<file path="src/rtl/display_scan_4dig.sv">
// -----------------------------------------------------------------------------
// display_scan_4dig
//   Four-digit multiplexed 7-segment scanner. One digit is lit at a time and
//   the active digit advances every REFRESH_DIV clocks. New values are written
//   to a pending register and reach the display register only at a frame
//   boundary, so a frame never mixes digits from two different values.
//
// Optional feature macro: LEADING_ZERO_BLANK_EN
//   When defined, digits 3..1 suppress their a..g segments if that digit and
//   every more significant digit are zero. Digit 0 is never suppressed.
//
// Parameters:
//   REFRESH_DIV  clock cycles per digit slot (>= 2)
//
// Ports:
//   clk         in   rising-edge clock
//   rst         in   synchronous active-high reset
//   bcd_in      in   16-bit value, nibble k -> digit k (digit 0 rightmost)
//   dp_in       in   decimal point enables, one bit per digit
//   load        in   capture {dp_in, bcd_in} into the pending register
//   blank       in   force the display dark (scanning continues)
//   segmentos   out  registered active-high segments, [6:0]=a..g, [7]=dp
//   sel_seg     out  registered one-hot active-high digit select
//   frame_done  out  registered one-cycle pulse per completed frame
// -----------------------------------------------------------------------------
module display_scan_4dig #(
  parameter int REFRESH_DIV = 12500
) (
  input  logic        clk,
  input  logic        rst,
  input  logic [15:0] bcd_in,
  input  logic [3:0]  dp_in,
  input  logic        load,
  input  logic        blank,
  output logic [7:0]  segmentos,
  output logic [3:0]  sel_seg,
  output logic        frame_done
);

  localparam int            PW       = (REFRESH_DIV > 1) ? $clog2(REFRESH_DIV) : 1;
  localparam logic [PW-1:0] PRE_LAST = PW'(REFRESH_DIV - 1);
  localparam logic [PW-1:0] PRE_ONE  = PW'(1);

  // Segment pattern (g..a) for a nibble; values above 9 are shown as hex.
  function automatic logic [6:0] glyph(input logic [3:0] nib);
    logic [6:0] seg;
    case (nib)
      4'h0:    seg = 7'h3F;
      4'h1:    seg = 7'h06;
      4'h2:    seg = 7'h5B;
      4'h3:    seg = 7'h4F;
      4'h4:    seg = 7'h66;
      4'h5:    seg = 7'h6D;
      4'h6:    seg = 7'h7D;
      4'h7:    seg = 7'h07;
      4'h8:    seg = 7'h7F;
      4'h9:    seg = 7'h6F;
      4'hA:    seg = 7'h77;
      4'hB:    seg = 7'h7C;
      4'hC:    seg = 7'h39;
      4'hD:    seg = 7'h5E;
      4'hE:    seg = 7'h79;
      4'hF:    seg = 7'h71;
      default: seg = 7'h00;
    endcase
    return seg;
  endfunction

  // Nibble of the display value belonging to digit ptr.
  function automatic logic [3:0] nibble_sel(input logic [15:0] val, input logic [1:0] ptr);
    logic [3:0] nib;
    case (ptr)
      2'd0:    nib = val[3:0];
      2'd1:    nib = val[7:4];
      2'd2:    nib = val[11:8];
      2'd3:    nib = val[15:12];
      default: nib = val[3:0];
    endcase
    return nib;
  endfunction

`ifdef LEADING_ZERO_BLANK_EN
  // True when digit ptr and all digits above it are zero; digit 0 always shows.
  function automatic logic leading_zero(input logic [15:0] val, input logic [1:0] ptr);
    logic lz;
    case (ptr)
      2'd0:    lz = 1'b0;
      2'd1:    lz = (val[15:4] == 12'h000);
      2'd2:    lz = (val[15:8] == 8'h00);
      2'd3:    lz = (val[15:12] == 4'h0);
      default: lz = 1'b0;
    endcase
    return lz;
  endfunction
`endif

  logic [PW-1:0] r_pre;
  logic [1:0]    r_ptr;
  logic [15:0]   r_pval;
  logic [3:0]    r_pdp;
  logic [15:0]   r_dval;
  logic [3:0]    r_ddp;

  logic          w_tick;
  logic          w_boundary;
  logic [6:0]    w_glyph;
  logic [7:0]    w_seg_next;
  logic [3:0]    w_sel_next;

  // Slot/frame timing and the next-cycle output pattern for the current digit.
  always_comb begin
    w_tick     = (r_pre == PRE_LAST);
    w_boundary = w_tick && (r_ptr == 2'd3);
    w_glyph    = glyph(nibble_sel(r_dval, r_ptr));
`ifdef LEADING_ZERO_BLANK_EN
    if (leading_zero(r_dval, r_ptr)) begin
      w_glyph = 7'h00;
    end else begin
      w_glyph = glyph(nibble_sel(r_dval, r_ptr));
    end
`endif
    if (blank) begin
      w_seg_next = 8'h00;
      w_sel_next = 4'b0000;
    end else begin
      w_seg_next = {r_ddp[r_ptr], w_glyph};
      w_sel_next = 4'b0001 << r_ptr;
    end
  end

  // Prescaler, digit pointer, pending/display registers and output registers.
  always_ff @(posedge clk) begin
    if (rst) begin
      r_pre      <= '0;
      r_ptr      <= 2'd0;
      r_pval     <= 16'h0000;
      r_pdp      <= 4'b0000;
      r_dval     <= 16'h0000;
      r_ddp      <= 4'b0000;
      segmentos  <= 8'h00;
      sel_seg    <= 4'b0000;
      frame_done <= 1'b0;
    end else begin
      if (w_tick) begin
        r_pre <= '0;
        r_ptr <= r_ptr + 2'd1;
      end else begin
        r_pre <= r_pre + PRE_ONE;
      end

      if (load) begin
        r_pval <= bcd_in;
        r_pdp  <= dp_in;
      end

      // A load on the boundary cycle bypasses the pending register.
      if (w_boundary) begin
        if (load) begin
          r_dval <= bcd_in;
          r_ddp  <= dp_in;
        end else begin
          r_dval <= r_pval;
          r_ddp  <= r_pdp;
        end
      end

      segmentos  <= w_seg_next;
      sel_seg    <= w_sel_next;
      frame_done <= w_boundary;
    end
  end

endmodule

</file>
<file path="config.mk">
export PLATFORM = sky130hd
export DESIGN_NAME = display_scan_4dig
export DESIGN_NICKNAME = d
export VERILOG_FILES = /design/src/rtl/display_scan_4dig.sv
export SDC_FILE = /design/constraint.sdc
export NUM_CORES = 1
export LEC_CHECK = 0
export BUFFER_PORTS_ARGS = -buffer_cell sky130_fd_sc_hd__buf_2
export CORE_MARGIN = 2
export CORE_UTILIZATION = 50
export CTS_CLUSTER_SIZE = 40
export DETAILED_ROUTE_END_ITERATION = 16
export PLACE_DENSITY = 0.78
export SLEW_MARGIN = 20
export SYNTH_ARGS = -nofsm -noshare
export SYNTH_HDL_FRONTEND = slang
export SYNTH_SLANG_ARGS = --single-unit
export TNS_END_PERCENT = 100
</file>
<file path="constraint.sdc">
create_clock -name clk -period 2.7 [get_ports clk]
set_input_delay 0.135 -clock clk [delete_from_list [all_inputs] [get_ports clk]]
set_output_delay 0.135 -clock clk [all_outputs]
set_load 0.05 [all_outputs]
</file>
Word level (Yosys, flattened, before mapping):

Memories as Yosys holds them, arrays and structs flattened. A register that Yosys moved wholly into a read port is not among the register bits.
Index checks and enable logic that the tools add are counted.

* register bits: 69
* memory bits (read-only): 112
* bits of input ports: 24
* output and inout port bits: 13
* word-level logic and storage cells: 27
* memories kept: 1

* $add $sub $neg: 2
* order comparisons: 1
* equal/unequal tests: 4
* shift operators: 1
* muxes and demuxes: 5
* reduce and logical (&&, ||, !) cells: 4

Memories
* (no name shown): words 16, width 7, read ports 1, clocked after Yosys merged registers in 1, write ports 0, RTL line 47 `case (nib)`

Operator list (count)
* 16-bit 2-to-1 mux: 1
* 4-bit case mux with 4 select lines: 1
* 14-bit by 1-bit adder with 14-bit output (second input constant): 1
* 14-bit equality test (second input constant): 1
* 2-bit equality test (second input constant): 2
* 4-bit 2-to-1 mux: 1
* 2-bit OR reduction: 2
* 1-bit by 2-bit << shifter with 4-bit output (first input constant): 1
* 2-bit by 3-bit less-than comparator with 1-bit output (second input constant): 1
* 2-bit by 1-bit adder with 2-bit output (second input constant): 1
* 1-bit binary-select mux with 2-bit select: 1
* 2-bit by 1-bit equality test with 1-bit output (second input constant): 1
* 2-bit zero test: 1
* 1-bit logical AND: 1
* 1-bit 2-to-1 mux: 1

Longest topological paths before layout:

Gate-level depths: netlist of the first run.

* depth after elaboration: 2
* depth in mapped cells: 10
* gate-level depth less buffers: 10

Worst setup path before layout of the first run:

No wires, ideal clock.

* kind: register to register
* start point: register r_ptr[1]
* end point: register segmentos[3]
* setup time: 0.060 ns
* arrival time: 2.301 ns
* data required time: 2.640 ns
* path slack: 0.339 ns
* stages on the path, launching flop included: 11
* buffers on the path: 0
* period minus slack after synthesis: 2.361 ns
* cells stage by stage: dfxtp_1 > inv_1 > ha_1 > a222oi_1 > nand2_1 > o21ai_0 > inv_1 > ha_1 > nor2_1 > a2111oi_1 > a41o_1

* word-level cells in the longest chain between the ends: 2
* elaborated cells on any way between the ends: 5
* classes of those cells: eq/ne (3); mux (1); reduce/logical (1)

Ends and longest elaborated chain
* start: declaration: RTL line 98 `logic [1:0] r_ptr;`
* start signal: assignment: RTL line 146 `r_ptr <= r_ptr + 2'd1;`
* 2-bit equality test (tied with other cells): RTL line 72 `case (ptr)`
* 4-bit case mux with 4 select lines *: RTL line 72
* end: declaration: RTL line 35 `output logic [7:0] segmentos,`

Every way passes the cells marked *; elsewhere a longest branch is shown, timed or not.
A chain may end at the register's enable or synchronous reset.

Worst setup path after layout of the first run:

Ends and elaborated chain as after synthesis.

==> results of run 1 <==
## worst paths after layout
check                                 end  slack (ns)  cells past startpoint
setup reg to reg  segmentos[3]$_SDFF_PP0_        0.33                     10
setup / recovery  segmentos[3]$_SDFF_PP0_        0.33                     10
hold / removal       r_pval[7]$_SDFF_PP0_        0.06                      3
hold reg to reg      r_pval[7]$_SDFF_PP0_        0.49                      2
## final cells by class
class	instances	area share, %
tap	72	2.77
multi-input combinational	197	42.8
clock inverter	3	0.462
clock buffer	11	4.04
timing repair buffer	40	6.47
sequential	69	42.5
inverter	8	0.924
## state kept, by name, summed over array words and instances (netlist names)
register    count
r_dval         16
r_pval         16
r_pre          14
segmentos       8
r_ddp           4
r_pdp           4
sel_seg         4
r_ptr           2
frame_done      1
## logic make-up after synthesis
group           count (synthesis)
fa+ha+maj                      12
xor+xnor                       13
compound gates                 35
simple gates                  107
flops                          69
mux                            30
buf+inv                        25
## placed cells by master (no fill, tap or decap), types with 2 or more instances in the layout
master,instances
sky130_fd_sc_hd__buf_2,36
sky130_fd_sc_hd__clkinv_2,3
sky130_fd_sc_hd__nand2b_1,2
sky130_fd_sc_hd__nand3b_1,18
sky130_fd_sc_hd__o31ai_1,18
sky130_fd_sc_hd__o21ai_0,4
sky130_fd_sc_hd__ha_1,12
sky130_fd_sc_hd__nand2_1,12
sky130_fd_sc_hd__mux2_1,2
sky130_fd_sc_hd__buf_4,4
sky130_fd_sc_hd__and3_1,3
sky130_fd_sc_hd__inv_1,7
sky130_fd_sc_hd__clkbuf_1,2
sky130_fd_sc_hd__nor2_1,50
sky130_fd_sc_hd__nor3_1,4
sky130_fd_sc_hd__xor2_1,9
sky130_fd_sc_hd__nand4_1,5
sky130_fd_sc_hd__dfxtp_1,69
sky130_fd_sc_hd__a222oi_1,4
sky130_fd_sc_hd__xnor2_1,4
sky130_fd_sc_hd__mux2i_1,26
sky130_fd_sc_hd__a21oi_1,3
sky130_fd_sc_hd__nand3_1,5
sky130_fd_sc_hd__clkbuf_8,9
## stage by stage
stage	utilization, %	hold WS [ns]
after floorplan	-	0.302
after global placement	56.0	0.403
after detailed placement	56.0	0.408
after CTS	58.6	0.0474
after global routing	58.6	0.0795
final	58.6	0.0611
## worst max-delay path, delay by kind of cell, from the launching register on
| kind | cells | cell delay (ns) |
|---|---|---|
| AO/OA/AOI/OAI | 4 | 0.96 |
| adder cells (fa/ha/maj) | 2 | 0.54 |
| flip-flops | 1 | 0.45 |
| buffers and inverters | 2 | 0.25 |
| AND/OR/NAND/NOR | 2 | 0.13 |
## metal layers
layer,up-vias,GRT usage (%),part of all wire (%)
li1,1088,-,-
met1,965,21.7,47
met2,47,26.0,46
met3,11,3.73,4.6
met4,0,12.5,2.5
met5,-,0,0
## cell usage after synthesis (2+ instances only)
cell type	instances	area share [%]
sky130_fd_sc_hd__a21oi_1	3	0.52
sky130_fd_sc_hd__a222oi_1	4	1.4
sky130_fd_sc_hd__and3_1	3	0.65
sky130_fd_sc_hd__buf_2	4	0.70
sky130_fd_sc_hd__clkbuf_1	12	1.6
sky130_fd_sc_hd__dfxtp_1	69	48
sky130_fd_sc_hd__ha_1	12	5.2
sky130_fd_sc_hd__inv_1	7	0.91
sky130_fd_sc_hd__mux2_1	2	0.78
sky130_fd_sc_hd__mux2i_1	26	9.1
sky130_fd_sc_hd__nand2_1	12	1.6
sky130_fd_sc_hd__nand2b_1	2	0.44
sky130_fd_sc_hd__nand3_1	5	0.87
sky130_fd_sc_hd__nand3b_1	18	4.7
sky130_fd_sc_hd__nand4_1	5	1.1
sky130_fd_sc_hd__nor2_1	50	6.5
sky130_fd_sc_hd__nor3_1	4	0.70
sky130_fd_sc_hd__o21ai_0	4	0.70
sky130_fd_sc_hd__o31ai_1	18	4.7
sky130_fd_sc_hd__xnor2_1	4	1.2
sky130_fd_sc_hd__xor2_1	9	2.7
## power groups by stage
| stage | clock network, mW | logic [mW] | registers (mW) |
|---|---|---|---|
| 6_report | 0.659 | 0.118 | 1.06 |
| 5_1_grt | 0.726 | 0.132 | 1.06 |
| 4_1_cts | 0.685 | 0.120 | 1.06 |
| 3_5_place_dp | 0 | 0.119 | 1.08 |
| 3_3_place_gp | 0 | 0.118 | 1.08 |
| 2_1_floorplan | 0 | 0.0666 | 1.10 |
==> summary.md, run 1 <==
| Metric | Value |
|---|---|
| Fill cells | 491 |
| Max rail drop VDD | 0.295 mV |
| Placed cells | 386 |
| Comb power frac | 6.4% |
| Final std cells w/o fill | 400 |
| Worst Path Class, Setup | reg2reg |
| Sequential fraction of design power | 57.6% |
| Hold Crit Start | bcd_in[7] |
| Detailed Routing Iterations Pass 1 | 5 |
| I/O pin count | 37 |
| Largest family of logic cells by synthesized area | simple AND/OR/NAND/NOR gates |
| Vias in the first global route | 1884 |
| Proportion of register bits with asynchronous set or reset after synthesis | 0% |
| Setup violators final | 0 |
| Synth-to-layout area growth | 13.0% |
| Vias after detailed routing | 2111 |
| Total power density per cell area | 564 nW/um^2 |
| Clock slew at the register clock pins of the worst setup and hold paths | 0.07 ns |
| Hold WC Path Type | in2reg |
| Pin count of the biggest net entering global routing | 40 |
| Sequential cell area in the final layout | 1380 um^2 |
| Maximum root-to-sink buffer count | 2 |
| Switching power of the nets | 0.424 mW |
| Setup fix buffers added after clock tree synthesis | 0 |
| Gate count after technology mapping | 291 |
| Share of layout cells above drive strength 1 | 17.7% |
| Resized cells post-CTS | 0 |
| Final min period | 2.37 ns |
| NumNets Final | 361 |
| Avg Inst Size Synth | 9.88 um^2 |
| GR Util All Layers | 17.3% |
| Number of clock buffers inserted by TritonCTS | 9 |
| Vertical die dimension | 79.8 um |
| Die W | 79.8 um |
| Number of placement rows | 27 |
| Max incr delay on CP | 0.45 ns |
| CP Data Arrival Time | 2.65 ns |
| Drc violations | 0 |
| Wire length per cell | 13.0 um |
| Yosys warnings | 0 |
| Crit path max fanout | 7 |
| Number of antenna cells inserted | 0 |
| Cts-stage hold buffer count | 0 |
| Xor-xnor portion of the synthesized cell area | 3.96% |
| Die footprint | 6370 um^2 |
| Worst setup margin | 0.327 ns |
| Crit path cell chain | inv_1 -> ha_1 -> a222oi_1 -> nand2_1 -> o21ai_0 -> inv_1 -> ha_1 -> nor2_1 -> a2111oi_1 -> a41o_1 |
| Share of cell area taken by muxes after synthesis | 11.1% |
| Number of nets with antenna violations after routing | 0 |
| Post-synthesis share of cell area spent on full adders, half adders and majority gates | 5.22% |
| Highest clock frequency the design can meet | 421 MHz |
| Count of flip-flops with a built-in enable after synthesis | 0 |
| Leak Pwr | 1.36 nW |
| RSZ-0062 raised after global routing | no |
| Initial core utilization | 51.9% |
| Compound-cell area share of the yosys netlist | 9.23% |
| Clock share of power | 36.0% |
| Cell internal power dissipation | 1.41 mW |
| HPWL after DPL | 3660 um |
| Area of the multi-input gates | 1390 um^2 |
| Wire length of the first global-routing pass | 8360 um |
| Crit. End Element | flip-flop |
| Placement Setup Slack | 0.342 ns |
| Max_slew headroom | 61.4% |
| Sequential fraction of the synthesis area | 48.0% |
| CP required | 2.98 ns |
| Initial antenna violation count | 0 |
| Clock root buffer | sky130_fd_sc_hd__clkbuf_8 |
| Setup total negative slack | 0 ns |
| Post-synthesis simple-gate area fraction | 18.8% |
| Area of placed instances | 3100 um^2 |
| Highest-delay cell along the critical path | sky130_fd_sc_hd__dfxtp_1 |
| Count of state elements after synthesis | 69 |
| Clock tree from TritonCTS | built |
| Clk sink count | 69 |
| Fin area | 3250 um^2 |
| Mapped Area | 2880 um^2 |
| Startpoint of the worst-slack reg-to-reg timing path | r_ptr[1]$_SDFFE_PP0P_ |
| Total Power Consumption | 1.83 mW |
| Starting DRT DRC Count | 89 |
| Area of the core | 5540 um^2 |
| Post-synthesis cell type count | 39 |
| Total count of max-transition violations in the final report | 0 |
| Final clock skew | 0.00674 ns |
| Part of the cycle the worst path needs | 87.9% |
| Maximum level of the CTS H-tree | 3 |
| Sw Ratio | 23.1% |
| Final Hold Violating Endpoints | 0 |
| Crit path launch type | flip-flop |
| Slew at the pin closest to its max-slew limit | 0.579 ns |
| Sum of overflow across all layers after global routing | 0 |
| Port-buffer cells | 36 |
| Worst setup path startpoint | r_ptr[1]$_SDFFE_PP0P_ |
| Via-per-instance ratio | 5.28 |
| Later-pin clock latency in the skew report | 0.33 ns |
| Post-Syn Nets | 327 |
| Total length of routed wires | 5200 um |
| Maxcap violations | 0 |
| Global placement routability congestion | 0.867 |
| Status | complete, no violations |
| Flip-flop cell with the highest count after synthesis | sky130_fd_sc_hd__dfxtp_1 |
No activity file was read; power rests on OpenSTA's default activity.
==> run 2, diff against run 1 <==
Settings changed: CTS_BUF_LIST set to sky130_fd_sc_hd__clkbuf_2 sky130_fd_sc_hd__clkbuf_4 sky130_fd_sc_hd__clkbuf_8.
==> summary.md, run 2 (same netlist as run 1, synthesis figures left out) <==
| Metric | Value |
|---|---|
| Status | complete, no violations (unchanged) |
| Depth of the most critical reg-to-reg path | 10 (unchanged) |
| Drc violations | 0 (unchanged) |
| Biggest regs | r_dval: 16 flops, r_pval: 16 flops, r_pre: 14 flops (unchanged) |
| Maximum level of the CTS H-tree | 3 (unchanged) |
| Fraction of the core area covered by cells at the end of the flow | 58.8% (was 58.6%) |
| I/O pin count | 37 (unchanged) |
| Maximum root-to-sink buffer count | 2 (unchanged) |
| Final min period | 2.37 ns (about the same) |
| Crit. End Element | flip-flop (unchanged) |
| Comb power frac | 6.4% (about the same) |
| Crit path max fanout | 7 (unchanged) |
| Share of layout cells above drive strength 1 | 18.3% (was 17.7%) |
| Area of the core | 5540 um^2 (unchanged) |
| Port-buffer cells | 36 (unchanged) |
| Clk sink count | 69 (unchanged) |
| Setup total negative slack | 0 ns (unchanged) |
| CP required | 2.98 ns (about the same) |
| Initial core utilization | 51.9% (unchanged) |
| Later-pin clock latency in the skew report | 0.33 ns (about the same) |
| Number of placement rows | 27 (unchanged) |
| Clock root buffer | sky130_fd_sc_hd__clkbuf_8 (unchanged) |
| GR Util All Layers | 17.3% (unchanged) |
| Hold WC Path Type | in2reg (unchanged) |
| Worst Path Class, Setup | reg2reg (unchanged) |
| Number of clock buffers inserted by TritonCTS | 9 (unchanged) |
| Max rail drop VDD | 0.295 mV (about the same) |
| Clock tree from TritonCTS | built (unchanged) |
| Sequential fraction of design power | 57.0% (was 57.6%) |
| Setup violators final | 0 (unchanged) |
| Most used cells in the layout excluding fill and tap cells | sky130_fd_sc_hd__dfxtp_1 (69), sky130_fd_sc_hd__nor2_1 (50), sky130_fd_sc_hd__buf_2 (36), sky130_fd_sc_hd__mux2i_1 (26) (unchanged) |
| Total power density per cell area | 568 nW/um^2 (was 564 nW/um^2) |
| HPWL after DPL | 3660 um (unchanged) |
| Via-per-instance ratio | 5.30 (was 5.28) |
| NumNets Final | 361 (unchanged) |
| Total length of routed wires | 5200 um (about the same) |
| Cts-stage hold buffer count | 0 (unchanged) |
| Final Hold Violating Endpoints | 0 (unchanged) |
| Cell internal power dissipation | 1.43 mW (was 1.41 mW) |
| Sum of overflow across all layers after global routing | 0 (unchanged) |
| Resized cells post-CTS | 0 (unchanged) |
| Vias after detailed routing | 2121 (was 2111) |
| Total count of max-transition violations in the final report | 0 (unchanged) |
| RSZ-0062 raised after global routing | no (unchanged) |
| Setup fix buffers added after clock tree synthesis | 0 (unchanged) |
| Global placement routability congestion | 0.867 (unchanged) |
| Vias in the first global route | 1884 (unchanged) |
| Leak Pwr | 1.36 nW (about the same) |
| Most common cell after layout, fill and taps aside | sky130_fd_sc_hd__dfxtp_1 (unchanged) |
| Worst setup path startpoint | r_ptr[1]$_SDFFE_PP0P_ (unchanged) |
| Slew at the pin closest to its max-slew limit | 0.577 ns (was 0.579 ns) |
| Detailed Routing Iterations Pass 1 | 5 (unchanged) |
| Max_slew headroom | 61.5% (was 61.4%) |
| Vertical die dimension | 79.8 um (unchanged) |
| Wire length of the first global-routing pass | 8360 um (unchanged) |
| Hold Crit Start | bcd_in[7] (unchanged) |
| Initial antenna violation count | 0 (unchanged) |
| Number of stages on the worst hold path | 3 (unchanged) |
| Crit path cell chain | inv_1 -> ha_1 -> a222oi_1 -> nand2_1 -> o21ai_0 -> inv_1 -> ha_1 -> nor2_1 -> a2111oi_1 -> a41o_1 (unchanged) |
| Clock share of power | 36.6% (was 36.0%) |
| Switching power of the nets | 0.422 mW (was 0.424 mW) |
| Die footprint | 6370 um^2 (unchanged) |
| Maxcap violations | 0 (unchanged) |
| Final clock skew | 0.00603 ns (was 0.00674 ns) |
| Highest clock frequency the design can meet | 422 MHz (was 421 MHz) |
| Max incr delay on CP | 0.45 ns (about the same) |
| Highest-delay cell along the critical path | sky130_fd_sc_hd__dfxtp_1 (unchanged) |
| Part of the cycle the worst path needs | 87.7% (was 87.9%) |
| Number of antenna cells inserted | 0 (unchanged) |
| Fill cells | 491 (unchanged) |
| Die W | 79.8 um (unchanged) |
| Starting DRT DRC Count | 103 (was 89) |
| Number of nets with antenna violations after routing | 0 (unchanged) |
| Crit path launch type | flip-flop (unchanged) |
| Wire length per cell | 13.0 um (about the same) |
| Startpoint of the worst-slack reg-to-reg timing path | r_ptr[1]$_SDFFE_PP0P_ (unchanged) |
| Sw Ratio | 22.8% (was 23.1%) |
| Worst hold slack across all endpoints | 0.0606 ns (was 0.0611 ns) |
| CP Data Arrival Time | 2.65 ns (about the same) |
| Pin count of the biggest net entering global routing | 40 (unchanged) |
| Synth-to-layout area growth | 13.3% (was 13.0%) |
| Clock slew at the register clock pins of the worst setup and hold paths | 0.07 ns (about the same) |
==> run 2: final cells by class <==
cell class,instances,area [um^2],share of cell area (%)
clock inverters,3,15.0,0.461
repair buffers,40,210,6.45
well taps,72,90.1,2.77
flip-flops and latches,69,1380,42.4
multi-input cells,197,1390,42.7
clock buffers,11,139,4.26
inverters,8,30.0,0.922
==> run 2: layer usage <==
layer / vias to the layer above / wire length [um] / global-route usage, % / part of all wire [%]
met1: 970 / 2440 / 21.7 / 47
met2: 53 / 2350 / 26.0 / 45
met5: - / 0 / 0 / 0
met4: 0 / 149 / 12.5 / 2.9
met3: 13 / 256 / 3.73 / 4.9
li1: 1085 / - / - / -
==> run 2: per-stage QoR <==
step                total power, mW  worst slack (ns)  cells  cell area [um^2]
floorplan                      1.16             0.339    291              2880
global placement               1.20             0.485    386              3100
detailed placement             1.20             0.342    386              3100
CTS                            1.88             0.330    400              3260
global route                   1.93             0.116    400              3260
finish                         1.85             0.333    400              3260
==> run 2: path summary, 6_finish.rpt <==
check / slack (ns) / end
setup / recovery: 0.33 / segmentos[3]$_SDFF_PP0_
hold / removal: 0.06 / r_pval[7]$_SDFF_PP0_
setup reg to reg: 0.33 / segmentos[3]$_SDFF_PP0_
hold reg to reg: 0.49 / r_pval[7]$_SDFF_PP0_
==> run 2: power groups by stage <==
stage | clock, mW | combinational, mW | sequential [mW]
after floorplan | 0 | 0.0666 | 1.10
after global placement | 0 | 0.118 | 1.08
after detailed placement | 0 | 0.119 | 1.08
after CTS | 0.705 | 0.120 | 1.06
after global routing | 0.747 | 0.131 | 1.06
final | 0.678 | 0.118 | 1.06
==> run 2: critical path: cells and delay by family, from the launching register on <==
kind	cells	cell delay (ns)
AO/OA/AOI/OAI	4	0.95
adder cells (fa/ha/maj)	2	0.54
buffers and inverters	2	0.25
flip-flops	1	0.45
AND/OR/NAND/NOR	2	0.13
